File: config.mk
export PLATFORM = sky130hd
export DESIGN_NAME = fetch_unit
export DESIGN_NICKNAME = d
export VERILOG_FILES = /design/src/rtl/fetch_unit.sv
export SDC_FILE = /design/constraint.sdc
export NUM_CORES = 1
export LEC_CHECK = 0
export CAP_MARGIN = 10
export CORE_UTILIZATION = 53
export DETAILED_ROUTE_END_ITERATION = 10
export PLACE_DENSITY = 0.83
export SLEW_MARGIN = 5
export SYNTH_ARGS = -nofsm -noshare
export SYNTH_HDL_FRONTEND = slang
export SYNTH_SLANG_ARGS = --single-unit
File: constraint.sdc
create_clock -name clk_i -period 3.7 [get_ports clk_i]
set_input_delay 0.37 -clock clk_i [delete_from_list [all_inputs] [get_ports clk_i]]
set_output_delay 0.37 -clock clk_i [all_outputs]
set_load 0.05 [all_outputs]
File: src/rtl/fetch_unit.sv
// fetch_unit: Thumb halfword fetch with credit-limited memory requests, in-order buffer and redirect drop
module fetch_unit #(
  parameter logic [31:0] RESET_PC = 32'h0000_0000,
  parameter int BUF_DEPTH = 2
) (
  input  logic        clk_i,
  input  logic        reset_i,
  input  logic        take_branch_i,
  input  logic        flush_pipeline_i,
  input  logic [31:0] branch_target_i,
  input  logic        stall_i,
  output logic        imem_req_o,
  output logic [31:0] imem_addr_o,
  input  logic        imem_ack_i,
  input  logic        imem_rvalid_i,
  input  logic [15:0] imem_rdata_i,
  output logic [15:0] instruction_o,
  output logic [31:0] program_counter_o,
  output logic        is_valid_o
);
  localparam int CW = $clog2(BUF_DEPTH + 1);
  localparam int PW = BUF_DEPTH > 1 ? $clog2(BUF_DEPTH) : 1;
  typedef enum logic {IDLE, FETCH} state_t;
  state_t state;
  logic [31:0] fetch_pc;
  logic [CW-1:0] outstanding, drop_count, occupancy, out_after_rsp;
  logic [PW-1:0] rd_ptr, wr_ptr;
  logic [15:0] buf_instr [BUF_DEPTH];
  logic [31:0] buf_addr [BUF_DEPTH];
  logic redirect, accept, drop, push, pop;
  logic [31:0] rsp_addr;
  function automatic logic [PW-1:0] inc(input logic [PW-1:0] p);
    return p == PW'(BUF_DEPTH - 1) ? '0 : p + 1'b1;
  endfunction
  always_comb begin
    redirect = take_branch_i | flush_pipeline_i;
    imem_req_o = state == FETCH && !redirect &&
                 ((CW+1)'(outstanding) + (CW+1)'(occupancy) < (CW+1)'(BUF_DEPTH));
    imem_addr_o = fetch_pc;
    accept = imem_req_o & imem_ack_i;
    drop = imem_rvalid_i && drop_count != '0;
    push = imem_rvalid_i && drop_count == '0 && !redirect;
    is_valid_o = occupancy != '0 && !redirect;
    pop = is_valid_o && !stall_i;
    out_after_rsp = (imem_rvalid_i && outstanding != '0) ? outstanding - 1'b1 : outstanding;
    // once drops are done, every outstanding request is contiguous and ends just below fetch_pc
    rsp_addr = fetch_pc - (32'(outstanding) << 1);
    instruction_o = occupancy != '0 ? buf_instr[rd_ptr] : '0;
    program_counter_o = occupancy != '0 ? buf_addr[rd_ptr] + 32'd4 : '0;
  end
  always_ff @(posedge clk_i or posedge reset_i) begin
    if (reset_i) begin
      state <= IDLE;
      fetch_pc <= RESET_PC;
      outstanding <= '0;
      drop_count <= '0;
      occupancy <= '0;
      rd_ptr <= '0;
      wr_ptr <= '0;
    end else begin
      state <= FETCH;
      if (redirect) begin
        fetch_pc <= branch_target_i & ~32'd1;
        outstanding <= out_after_rsp;
        drop_count <= out_after_rsp;
        occupancy <= '0;
        rd_ptr <= '0;
        wr_ptr <= '0;
      end else begin
        if (accept) fetch_pc <= fetch_pc + 32'd2;
        outstanding <= out_after_rsp + CW'(accept);
        if (drop) drop_count <= drop_count - 1'b1;
        if (push) wr_ptr <= inc(wr_ptr);
        if (pop) rd_ptr <= inc(rd_ptr);
        occupancy <= occupancy + CW'(push) - CW'(pop);
      end
    end
  end
  always_ff @(posedge clk_i) begin
    if (push) begin
      buf_instr[wr_ptr] <= imem_rdata_i;
      buf_addr[wr_ptr] <= rsp_addr;
    end
  end
  no_overflow: assert property (@(posedge clk_i) disable iff (reset_i)
    !(imem_rvalid_i && !redirect && drop_count == '0 && occupancy == CW'(BUF_DEPTH)));
endmodule

==> results of run 1 <==
[cells by family (layout without fill, tap and decap cells)]
kind of cell	Yosys count	count (layout)	share of synthesized area (%)
AND/OR/NAND/NOR	284	284	20.4
other	2	3	0.102
adder cells (fa/ha/maj)	11	11	2.07
multiplexers	43	43	6.02
XOR/XNOR	78	78	9.28
AO/OA/AOI/OAI	81	81	6.56
buffers and inverters	61	191	3.65
flip-flops	134	134	51.9
[cells in the mapped netlist, types with 7 or more instances]
cell / count
sky130_fd_sc_hd__xnor2_1: 35
sky130_fd_sc_hd__or3_1: 13
sky130_fd_sc_hd__xor2_1: 43
sky130_fd_sc_hd__nand3_1: 31
sky130_fd_sc_hd__ha_1: 9
sky130_fd_sc_hd__mux2_2: 10
sky130_fd_sc_hd__a21oi_1: 14
sky130_fd_sc_hd__and3_1: 7
sky130_fd_sc_hd__nand4b_1: 7
sky130_fd_sc_hd__nor2_1: 58
sky130_fd_sc_hd__nand2b_1: 7
sky130_fd_sc_hd__nand2_1: 76
sky130_fd_sc_hd__o21ai_0: 44
sky130_fd_sc_hd__edfxtp_1: 94
sky130_fd_sc_hd__nand4_1: 23
sky130_fd_sc_hd__inv_1: 16
sky130_fd_sc_hd__mux2i_1: 33
sky130_fd_sc_hd__clkbuf_1: 29
sky130_fd_sc_hd__nand3b_1: 7
sky130_fd_sc_hd__dfrtp_1: 40
sky130_fd_sc_hd__nor3_1: 15
sky130_fd_sc_hd__buf_2: 8
[cell type report]
type,instances,area share [%]
clock inverters,12,0.933
repair buffers,144,16.3
flip-flops and latches,134,40.2
inverters,16,0.631
well taps,176,2.31
clock buffers,19,4.55
multi-input cells,500,35.1
[power by group]
part | internal (mW) | leakage [nW] | switching [mW] | total (mW)
logic | 0.287 | 1.79 | 0.421 | 0.708
clock network | 0.903 | 0.252 | 0.583 | 1.49
registers | 1.72 | 1.33 | 0.107 | 1.83
total | 2.91 | 3.37 | 1.11 | 4.02
[worst paths after layout]
path / start / end / cells after the start
hold reg to reg: drop_count[1] / drop_count[1] / 2
max in group asynchronous: reset_i / rd_ptr / 3
setup reg to reg: imem_addr_o[1] / buf_addr[1][23] / 8
hold / removal: reset_i / imem_addr_o[4] / 3
setup / recovery: rd_ptr / program_counter_o[20] / 8
min in group clk_i: branch_target_i[26] / imem_addr_o[26] / 3
[worst max-delay path, cell delays in order, from the launching register on]
cell                       delay [ns]
sky130_fd_sc_hd__dfrtp_4         0.65
sky130_fd_sc_hd__mux2_2          0.31
sky130_fd_sc_hd__ha_1            0.13
sky130_fd_sc_hd__inv_1           0.08
sky130_fd_sc_hd__a211oi_4        0.40
sky130_fd_sc_hd__nand4_1         0.32
sky130_fd_sc_hd__or3_1           0.46
sky130_fd_sc_hd__a21oi_2         0.22
sky130_fd_sc_hd__buf_12          0.16
[state kept, by name (all words and copies together) (netlist names)]
signal and cells:
buf_addr 62, buf_instr 32, drop_count 2, imem_addr_o 31, occupancy 2, outstanding 2, rd_ptr 1, state 1
wr_ptr 1
[per-layer routing]
metal	part of all wire (%)	wire length (µm)	track usage, %
met1	43	7070	29.7
met2	50	8220	40.7
met3	5.9	971	5.56
met4	1.7	275	8.05
met5	0	0	0
==> summary.md, run 1 <==
Before antenna repair, the detailed router went through 5 iterations. Final critical-path setup slack: 0.177 ns. Static timing analysis puts the maximum clock frequency at 284 MHz. In the routed design, unresolved DRC markers number 0.

The logs give 0 for the post-CTS setup buffer count and 0 ns for the setup total negative slack. The per-instance average area after synthesis works out to 10.6 µm². Number of flops mapped to enable cells by yosys: 94. Entering global routing, the biggest net connects 59 pins.

The flow ran to the end, and the final reports show no timing, DRC or antenna violations. Synthesis produced 694 cells. The worst register-to-register path has a setup slack of 0.91 ns. For the final-report setup violation count, the log shows 0.

The netlist uses 57 different library cells. The final route contains 5705 vias. The worst slew margin relative to its limit came out at 50.7%. Summing all multi-input logic gate instances after layout gives 3340 µm². No sink is reached through more buffers than the 2 on the longest clock path. For the count of non-filler cells in the finished layout, the log shows 1001.

The number of placed instances, taps included, is 970. Max-slew violation count: 0. Kind of critical path: flop to output pin. The tools report the number of antenna violations at the first check in global routing as 0.

Clock sink count: 134. Detail-routed net length per standard cell: 16.5 µm. The tools report the maximum level of the CTS H-tree as 4.

Clock tree synthesis inserted a total of 17 buffers. Setup repair after global routing left no endpoint under its margin. Dividing the detail-routed via count by the number of cells gives 5.70. In this run the worst hold path is classified as input port to async pin.

The number of hold violations in the final report is 0, and the global placer's final weighted congestion is 0.847. The run gives 879 as the total number of nets in the final design. The filler cells instantiated in the layout total 921. The slew at the pin with the worst max-slew slack was 0.738 ns. The antenna cell count is 0, and the full die area is 14400 µm².

The final period demand of the worst path is 3.52 ns, and the number of storage elements in the synthesis netlist is 134. Global routing consumed, over all layers together, 23.8% of the routing resources. In the final layout, flip-flops and latches occupy 3830 µm². Cells with a size suffix above 1 make up 11.9% of the layout.

The die is 120 µm tall. The worst setup path is captured at an output pin. The share of the Yosys chip area taken by registers is 51.9%. For this block, the initial DRC count from the detailed router was 407. Final total power: 4.02 mW. The region available for standard cell placement spans 13400 µm². TritonCTS built the clock tree. The floorplan has 42 rows. In this run the clock root is driven by a sky130_fd_sc_hd__clkbuf_16. The final instance area came out at 9520 µm².

The worst-case hold slack was 0.387 ns. After clock tree synthesis, the clock-pin slew on the worst setup and hold paths is 0.06 ns. The worst-case IR drop observed on VDD is 0.327 mV.

In this run the biggest area consumer among cell types represents 38.3% of the synthesized area. The die boundary width came out at 120 µm. The total overflow left after global routing is 0. The logs give 5477 for the via count of the first global-routing pass and 8990 µm² for the total placed instance area. The utilization of the core after routing came out at 71.1%.

The library cells used most frequently in the layout, excluding fill and tap cells, are sky130_fd_sc_hd__clkdlybuf4s50_1 (106), sky130_fd_sc_hd__edfxtp_1 (94), sky130_fd_sc_hd__nand2_1 (76). The layout overhead on the synthesized area was 29.4%; the placed wire-length estimate after detailed placement was 12000 µm. On the final layout, the worst clock skew is 0.00834 ns. The peak fanout along the critical path is 35.

The tool flagged a number of max-cap violations equal to 0. The most used flip-flop cell after synthesis is sky130_fd_sc_hd__edfxtp_1. The final layout contains routed wiring with a total length of 16500 µm.

Yosys attributes the largest share of cell area to sky130_fd_sc_hd__edfxtp_1 (38%), sky130_fd_sc_hd__dfrtp_1 (14%), sky130_fd_sc_hd__xor2_1 (5.1%). The worst setup path is launched from a flop. In this run the power density over the cells is 423 nW/µm².

After layout, the worst path uses 95.2% of the clock period. Input and output buffers added on the ports amount to 133. In this run, post-CTS hold repair placed 0 buffers.

The commonest non-fill, non-tap cell in the layout was sky130_fd_sc_hd__clkdlybuf4s50_1. For the required arrival time at the worst endpoint, the log shows 3.33 ns. In the synthesized netlist the async set-or-reset flop fraction comes to 29.9%. Data arrives at the worst endpoint at 3.15 ns.

For this design the top-level I/O count stands at 137. The largest area contributor in the netlist is sky130_fd_sc_hd__edfxtp_1. Once the clock tree was built, the resizer swapped 0 gates to a different size.

The first global-routing pass estimated 26600 µm of wire. Summing every instance area after synthesis gives 7360 µm². Timing analysis after detailed placement gives a worst setup slack of 0.585 ns. The logs give 54.9% for the starting density of the core and 3.37 nW for the leakage power. For the clock latency reported for the late side of the worst-skew pair, the log shows 0.42 ns. In this run the remaining antenna-violating nets after routing total 0.

During synthesis, Yosys emitted a total of 0 warnings.
Power figures use the tool's default switching activity.
==> run 2: changes to the inputs <==
--- a/config.mk
+++ b/config.mk
@@ -9,6 +9,7 @@
 export CORE_UTILIZATION = 53
 export DETAILED_ROUTE_END_ITERATION = 10
 export PLACE_DENSITY = 0.83
+export REMOVE_ABC_BUFFERS = 1
 export SLEW_MARGIN = 5
 export SYNTH_ARGS = -nofsm -noshare
 export SYNTH_HDL_FRONTEND = slang
==> constraint.sdc (replaced) <==
create_clock -name clk_i -period 3.6 [get_ports clk_i]
set_input_delay 0.36 -clock clk_i [delete_from_list [all_inputs] [get_ports clk_i]]
set_output_delay 0.36 -clock clk_i [all_outputs]
set_load 0.05 [all_outputs]
==> run 2 against run 1 <==
Design area up 1.3%. Die area is the same. Clock power is 13% higher. Largest power group unchanged. Highest routed layer unchanged. Combinational power up 4.1%. Global-route usage grew 0.65 points. Clock-buffer cell count shrank 2. Setup slack got worse by 0.043 ns. Total power rose by 6.8%.
==> summary.md, run 2 (synthesis gave the netlist of run 1 again) <==
TritonCTS built the clock tree. The flip-flop count of the largest register, all copies and words added is 62 (unchanged). The total via count in the routed design is 5739 (was 5705). The remaining global-route overflow was 0 (unchanged). For the largest clock skew in the final design, the log shows 0.00783 ns (was 0.00834 ns). The logs give 17100 µm (was 16500 µm) for the wire length reported by the detailed router and 43.8% (was 45.5%) for the relative contribution of sequential cells to total power.

The chip height is 120 µm (unchanged), and the antenna cell count is 0 (unchanged). The tools report the total number of nets in the final design as 883 (was 879). Type of origin of the critical path: a flop (unchanged).

The number of standard-cell rows in the floorplan came out at 42 (unchanged). The switching share of total power works out to 28.2% (was 27.6%). Global placer's final weighted congestion: 0.903 (was 0.847).

Number of hold violations in the final report: 0 (unchanged). Setup repair after global routing left no endpoint under its margin. The register bank with the most flops is buf_addr (unchanged). Maximum level of the CTS H-tree: 4 (unchanged). Ordered cell list for the critical path: buf_8 > nand3b_1 > a22oi_1 > nand3_1 > or3_1 > a21oi_1 > buf_12 (was mux2_2 > ha_1 > inv_1 > a211oi_4 > nand4_1 > or3_1 > a21oi_2 > buf_12).

The starting density of the core came out at 54.9% (unchanged). The maximum operating frequency was 289 MHz. The clock power share came out at 39.0% (was 36.9%).

The kind of critical path is flop to output pin (unchanged). The required arrival time at the worst endpoint was 3.24 ns (was 3.33 ns). The commonest non-fill, non-tap cell in the layout was sky130_fd_sc_hd__clkdlybuf4s50_1 (unchanged). The worst-case hold slack came out at 0.365 ns (was 0.387 ns). The detail-routed net length per standard cell was 17.0 µm (was 16.5 µm).

The startpoint of the lowest-slack register-to-register path was imem_addr_o[1] (unchanged). The logs give 5 (unchanged) for the first-pass iteration count of the detailed router and 24.5% (was 23.8%) for the aggregate global-route resource usage. Data arrival at the endpoint of the critical path: 3.11 ns (was 3.15 ns). The total internal power is 3.09 mW (was 2.91 mW), and the worst-case vdd ir drop is 0.305 mV (was 0.327 mV). The endpoint class of the critical path is an output pin (unchanged).

The leakage power was 3.42 nW (was 3.37 nW); the layout overhead on the synthesized area was 31.1% (was 29.4%). For the switching power summed over all nets, the log shows 1.21 mW (was 1.11 mW). The total placed instance area was 9050 µm² (was 8990 µm²). The run gives 2 (unchanged) as the maximum clock path buffer count. The final instance area is 9650 µm² (was 9520 µm²), and the number of buffers added on ports is 133 (unchanged). The tools report the final total power as 4.30 mW (was 4.02 mW).

The clock transition at the registers of the reported paths came out at 0.06 ns (about the same). The total I/O pin count is 137 (unchanged), and the placed wire-length estimate after detailed placement is 11900 µm (was 12000 µm). Subtracting the final worst setup slack from the clock period gives 3.47 ns. The worst stage delay on the critical path was 0.62 ns (was 0.65 ns). The run gives 14400 µm² (unchanged) as the full die area.

The max-capacitance violation count was 0 (unchanged). The clock latency reported for the late side of the worst-skew pair was 0.42 ns (about the same); the peak fanout along the critical path was 25 (was 35). The tools report the pin count of the biggest net entering global routing as 57 (was 59). The run gives 0 (unchanged) as the DRC violation count after routing. The run gives 430 (was 407) as the DRC marker count from the first detailed-route iteration.

The run finished with clean final reports. The first-pass GRT wire length was 27500 µm (was 26600 µm); the total of hold buffers inserted after clock tree synthesis was 0 (unchanged). The cell with the largest stage delay on the worst path is sky130_fd_sc_hd__dfrtp_4 (unchanged). The launch point of the critical path was rd_ptr (unchanged). The root buffer cell was sky130_fd_sc_hd__clkbuf_16 (unchanged).

The run gives 0 (unchanged) as the number of antenna violations at the first check in global routing. The proportion of layout cells with a drive suffix above 1 works out to 12.0% (was 11.9%). The power density of the placed cells was 445 nW/µm² (was 423 nW/µm²). The final-report setup violation count was 0 (unchanged). The slew at the pin with the worst max-slew slack was 0.816 ns (was 0.738 ns). Worst slew margin relative to its limit: 44.9% (was 50.7%). The utilization of the core after routing is 72.0% (was 71.1%). Most frequent cells in the layout: sky130_fd_sc_hd__clkdlybuf4s50_1 (106), sky130_fd_sc_hd__edfxtp_1 (94), sky130_fd_sc_hd__nand2_1 (76) (unchanged).

Max-slew violation count: 0 (unchanged). The post-route antenna net violation count is 0 (unchanged). The die boundary width works out to 120 µm (unchanged). Class of the tightest hold or removal check: input port to async pin (unchanged). The run gives 0.83 ns (was 0.91 ns) as the setup slack of the most critical reg-to-reg path. For the via count of the first global-routing pass, the log shows 5607 (was 5477).

For the placeable core region, the log shows 13400 µm² (unchanged). The combinational power share was 17.2% (was 17.6%). The final critical path takes up 96.3% of the cycle. Routed via count divided by cell count: 5.70 (about the same).

The number of buffers created by CTS was 17 (unchanged). The tools report the clock sink count as 134 (unchanged).
[run 2: cell types whose count changed in the layout (fill, tap and decap cells not counted), moves of 2 or more]
cell / before / now
sky130_fd_sc_hd__buf_12: 16 / 21
sky130_fd_sc_hd__clkinvlp_4: 2 / 4
sky130_fd_sc_hd__a21oi_1: 9 / 14
sky130_fd_sc_hd__inv_6: 0 / 2
sky130_fd_sc_hd__a21oi_2: 5 / 0
sky130_fd_sc_hd__clkinv_1: 4 / 2
sky130_fd_sc_hd__clkinv_2: 4 / 1
sky130_fd_sc_hd__clkinv_4: 1 / 4
sky130_fd_sc_hd__clkbuf_1: 2 / 0
[run 2: routing by layer]
layer / GRT usage, % / vias to the layer above / routed length, µm
met2: 42.4 / 225 / 8660
li1: - / 2735 / -
met1: 30.1 / 2744 / 7150
met5: 0 / - / 0
met4: 10.9 / 0 / 440
met3: 3.85 / 35 / 851
[run 2: final timing paths]
path / to / depth (start not counted)
max in group asynchronous: rd_ptr / 3
min reg2reg: drop_count[1] / 2
max reg2reg: buf_addr[1][23] / 8
min: imem_addr_o[2] / 3
min in group clk_i: imem_addr_o[10] / 3
max: program_counter_o[26] / 7
[run 2: power groups by stage]
stage                     logic [mW]  clock network (mW)  registers (mW)
after global placement         0.699                   0            1.90
final                          0.737                1.68            1.88
after floorplan                0.366                   0            1.99
after global routing           0.800                1.75            1.89
after detailed placement       0.725                   0            1.91
after CTS                      0.737                1.70            1.88
[run 2: through the flow]
step | TNS, ns | cells | setup WS [ns]
finish | 0 | 1006 | 0.135
global route | 0 | 1006 | 0.0351
CTS | 0 | 1005 | 0.100
detailed placement | 0 | 973 | 0.549
global placement | 0 | 973 | 0.645
floorplan | -24.69 | 650 | -1.70
[run 2: worst max-delay path: cells and delay by family, from the launching register on]
kind,cells,cell delay (ns)
AO/OA/AOI/OAI,2,0.67
AND/OR/NAND/NOR,3,0.98
flip-flops,1,0.62
buffers and inverters,2,0.40
[run 2: final cells by class]
cell class              instances  area (µm²)
flip-flops and latches        134        3830
fillers                       887        3750
multi-input cells             500        3310
repair buffers                148        1650
clock buffers                  17         425
well taps                     176         220
clock inverters                15         155
inverters                      16        60.1
[run 2: timing repair]
| item | in CTS | in global routing |
|---|---|---|
| setup buffers | 0 | 1 |
| gates resized for setup | 0 | 1 |
| endpoints found under the setup margin | 0 | 6 |
==> run 3: changes to the inputs <==
--- a/config.mk
+++ b/config.mk
@@ -10,6 +10,7 @@
 export DETAILED_ROUTE_END_ITERATION = 10
 export PLACE_DENSITY = 0.83
 export REMOVE_ABC_BUFFERS = 1
+export SETUP_SLACK_MARGIN = 0.15
 export SLEW_MARGIN = 5
 export SYNTH_ARGS = -nofsm -noshare
 export SYNTH_HDL_FRONTEND = slang
==> run 3 against run 2 <==
Clock skew is 0.0021 ns lower. Critical path type unchanged. Critical path depth is 1 higher. Maximum frequency is 4.4% higher. Highest routed layer unchanged. Wire length grew 0.84%. Clock power hardly changed. Sequential power barely moved. Total power is essentially flat. Largest cell class unchanged. Largest power group unchanged.
==> summary.md, run 3 (synthesis gave the netlist of run 1 again) <==
The run finished with clean final reports. The total placed instance area is 9050 µm² (unchanged). The detail-routed net length per standard cell was 17.1 µm (was 17.0 µm). The wire length reported by the detailed router was 17200 µm (was 17100 µm).

The full die area came out at 14400 µm² (unchanged). The tools report the type of origin of the critical path as a flop (unchanged). The maximum operating frequency was 301 MHz (was 289 MHz).

The run gives 11900 µm (unchanged) as the placed wire-length estimate after detailed placement. Register bank with the most flops: buf_addr (unchanged). For the pre-CTS setup slack, the log shows 0.549 ns (unchanged). The chip height was 120 µm (unchanged); the maximum level of the CTS H-tree was 4 (unchanged). The final instance area is 9690 µm² (was 9650 µm²).

Most frequent cells in the layout: sky130_fd_sc_hd__clkdlybuf4s50_1 (106), sky130_fd_sc_hd__edfxtp_1 (94), sky130_fd_sc_hd__nand2_1 (76) (unchanged). The total via count in the routed design was 5792 (was 5739). The die boundary width is 120 µm (unchanged), and the number of buffers added on ports is 133 (unchanged). The total of hold buffers inserted after clock tree synthesis came out at 0 (unchanged). Root buffer cell: sky130_fd_sc_hd__clkbuf_16 (unchanged). The commonest non-fill, non-tap cell in the layout is sky130_fd_sc_hd__clkdlybuf4s50_1 (unchanged).

The DRC marker count from the first detailed-route iteration came out at 402 (was 430). The tools report the first-pass iteration count of the detailed router as 5 (unchanged). The number of antenna violations at the first check in global routing is 0 (unchanged), and the total I/O pin count is 137 (unchanged).

For the maximum clock path buffer count, the log shows 2 (unchanged). For the final-report setup violation count, the log shows 0 (unchanged). The aggregate global-route resource usage was 24.6% (was 24.5%); the antenna cell count was 0 (unchanged).

The run gives 0 (unchanged) as the post-route antenna net violation count. The first-pass GRT wire length came out at 27600 µm (was 27500 µm). The kind of critical path is flop to output pin (unchanged). The leakage power is 3.43 nW (was 3.42 nW), and the final period demand of the worst path is 3.32 ns (was 3.47 ns).

Layout overhead on the synthesized area: 31.7% (was 31.1%). The tools report the placeable core region as 13400 µm² (unchanged). The required arrival time at the worst endpoint came out at 3.24 ns (about the same).

The clock transition at the registers of the reported paths works out to 0.06 ns (about the same). Setup repair after global routing left no endpoint under its margin. The tools report the remaining global-route overflow as 0 (unchanged). TritonCTS built the clock tree.

Power density of the placed cells: 444 nW/µm² (was 445 nW/µm²). The max-slew violation count was 0 (unchanged). The worst-case vdd ir drop was 0.302 mV (was 0.305 mV). Class of the tightest hold or removal check: input port to async pin (unchanged). The max-capacitance violation count was 0 (unchanged). The routed via count divided by cell count was 5.75 (was 5.70). The largest clock skew in the final design is 0.00577 ns (was 0.00783 ns), and the starting density of the core is 54.9% (unchanged). Data arrival at the endpoint of the critical path: 2.96 ns (was 3.11 ns).

The tools report the endpoint class of the critical path as an output pin (unchanged). The final total power came out at 4.30 mW (about the same). Via count of the first global-routing pass: 5636 (was 5607). The logs give 42 (unchanged) for the number of standard-cell rows in the floorplan and 17 (unchanged) for the number of buffers created by CTS. The share of the cycle needed by the critical path after routing was 92.2% (was 96.3%).

For the clock latency reported for the late side of the worst-skew pair, the log shows 0.42 ns (about the same). The flip-flop count of the largest register, all copies and words added came out at 62 (unchanged). The clock sink count is 134 (unchanged). The proportion of layout cells with a drive suffix above 1 is 12.9% (was 12.0%).

The global placer's final weighted congestion was 0.903 (unchanged); the total number of nets in the final design was 884 (was 883). The number of hold violations in the final report came out at 0 (unchanged). Slew at the pin with the worst max-slew slack: 0.822 ns (was 0.816 ns).

The DRC violation count after routing was 0 (unchanged); the peak fanout along the critical path was 25 (unchanged). The worst-case hold slack was 0.372 ns (was 0.365 ns); the final critical-path setup slack was 0.279 ns (was 0.135 ns). The pin count of the biggest net entering global routing is 57 (unchanged). The run gives 44.4% (was 44.9%) as the worst slew margin relative to its limit.
-- run 3: path summary, 6_finish.rpt --
path                                      from                    end  slack (ns)  cells after the start
setup / recovery                        rd_ptr  program_counter_o[20]        0.28                      8
hold / removal                         reset_i         imem_addr_o[2]        0.37                      3
setup reg to reg                imem_addr_o[1]        buf_addr[1][23]        0.84                      8
hold reg to reg                  drop_count[1]          drop_count[1]        0.60                      2
max in group asynchronous              reset_i                 rd_ptr        2.84                      3
min in group clk_i         branch_target_i[29]        imem_addr_o[29]        0.49                      3
-- run 3: critical path: stages (launching register included) --
cell	delay [ns]
sky130_fd_sc_hd__dfrtp_4	0.62
sky130_fd_sc_hd__mux2_2	0.29
sky130_fd_sc_hd__ha_1	0.14
sky130_fd_sc_hd__inv_1	0.08
sky130_fd_sc_hd__a211oi_4	0.28
sky130_fd_sc_hd__nand4_1	0.26
sky130_fd_sc_hd__or3_1	0.42
sky130_fd_sc_hd__a21oi_1	0.26
sky130_fd_sc_hd__buf_12	0.18
-- run 3: timing repair --
item | CTS | global route
buffers inserted | 1 | 1
pin swaps | 0 | 1
resized for setup | 2 | 6
setup endpoints to repair | 3 | 6
-- run 3: power by group --
part | internal [mW] | leakage (nW) | total [mW] | switching (mW)
clock | 1.02 | 0.271 | 1.68 | 0.660
sequential | 1.77 | 1.33 | 1.88 | 0.114
combinational | 0.298 | 1.83 | 0.737 | 0.440
-- run 3: final cells by class --
class                           instances  area (µm²)
Sequential cell                       134        3830
Clock inverter                         15         155
Timing Repair Buffer                  149        1650
Tap cell                              176         220
Inverter                               16        60.1
Multi-Input combinational cell        500        3350
Clock buffer                           17         425
Fill cell                             883        3710
-- run 3: stage by stage --
| step | cells | utilization, % | setup TNS, ns |
|---|---|---|---|
| finish | 1007 | 72.3 | 0 |
| global placement | 973 | 67.5 | 0 |
| detailed placement | 973 | 67.5 | 0 |
| global route | 1007 | 72.3 | 0 |
| floorplan | 650 | - | -24.69 |
| CTS | 1006 | 72.0 | 0 |
-- run 3: routing by layer --
metal / vias up / global-route usage, % / wire, µm
li1: 2741 / - / -
met1: 2777 / 30.2 / 7240
met2: 238 / 42.4 / 8690
met3: 36 / 4.80 / 866
met4: 0 / 10.0 / 445
met5: - / 0 / 0
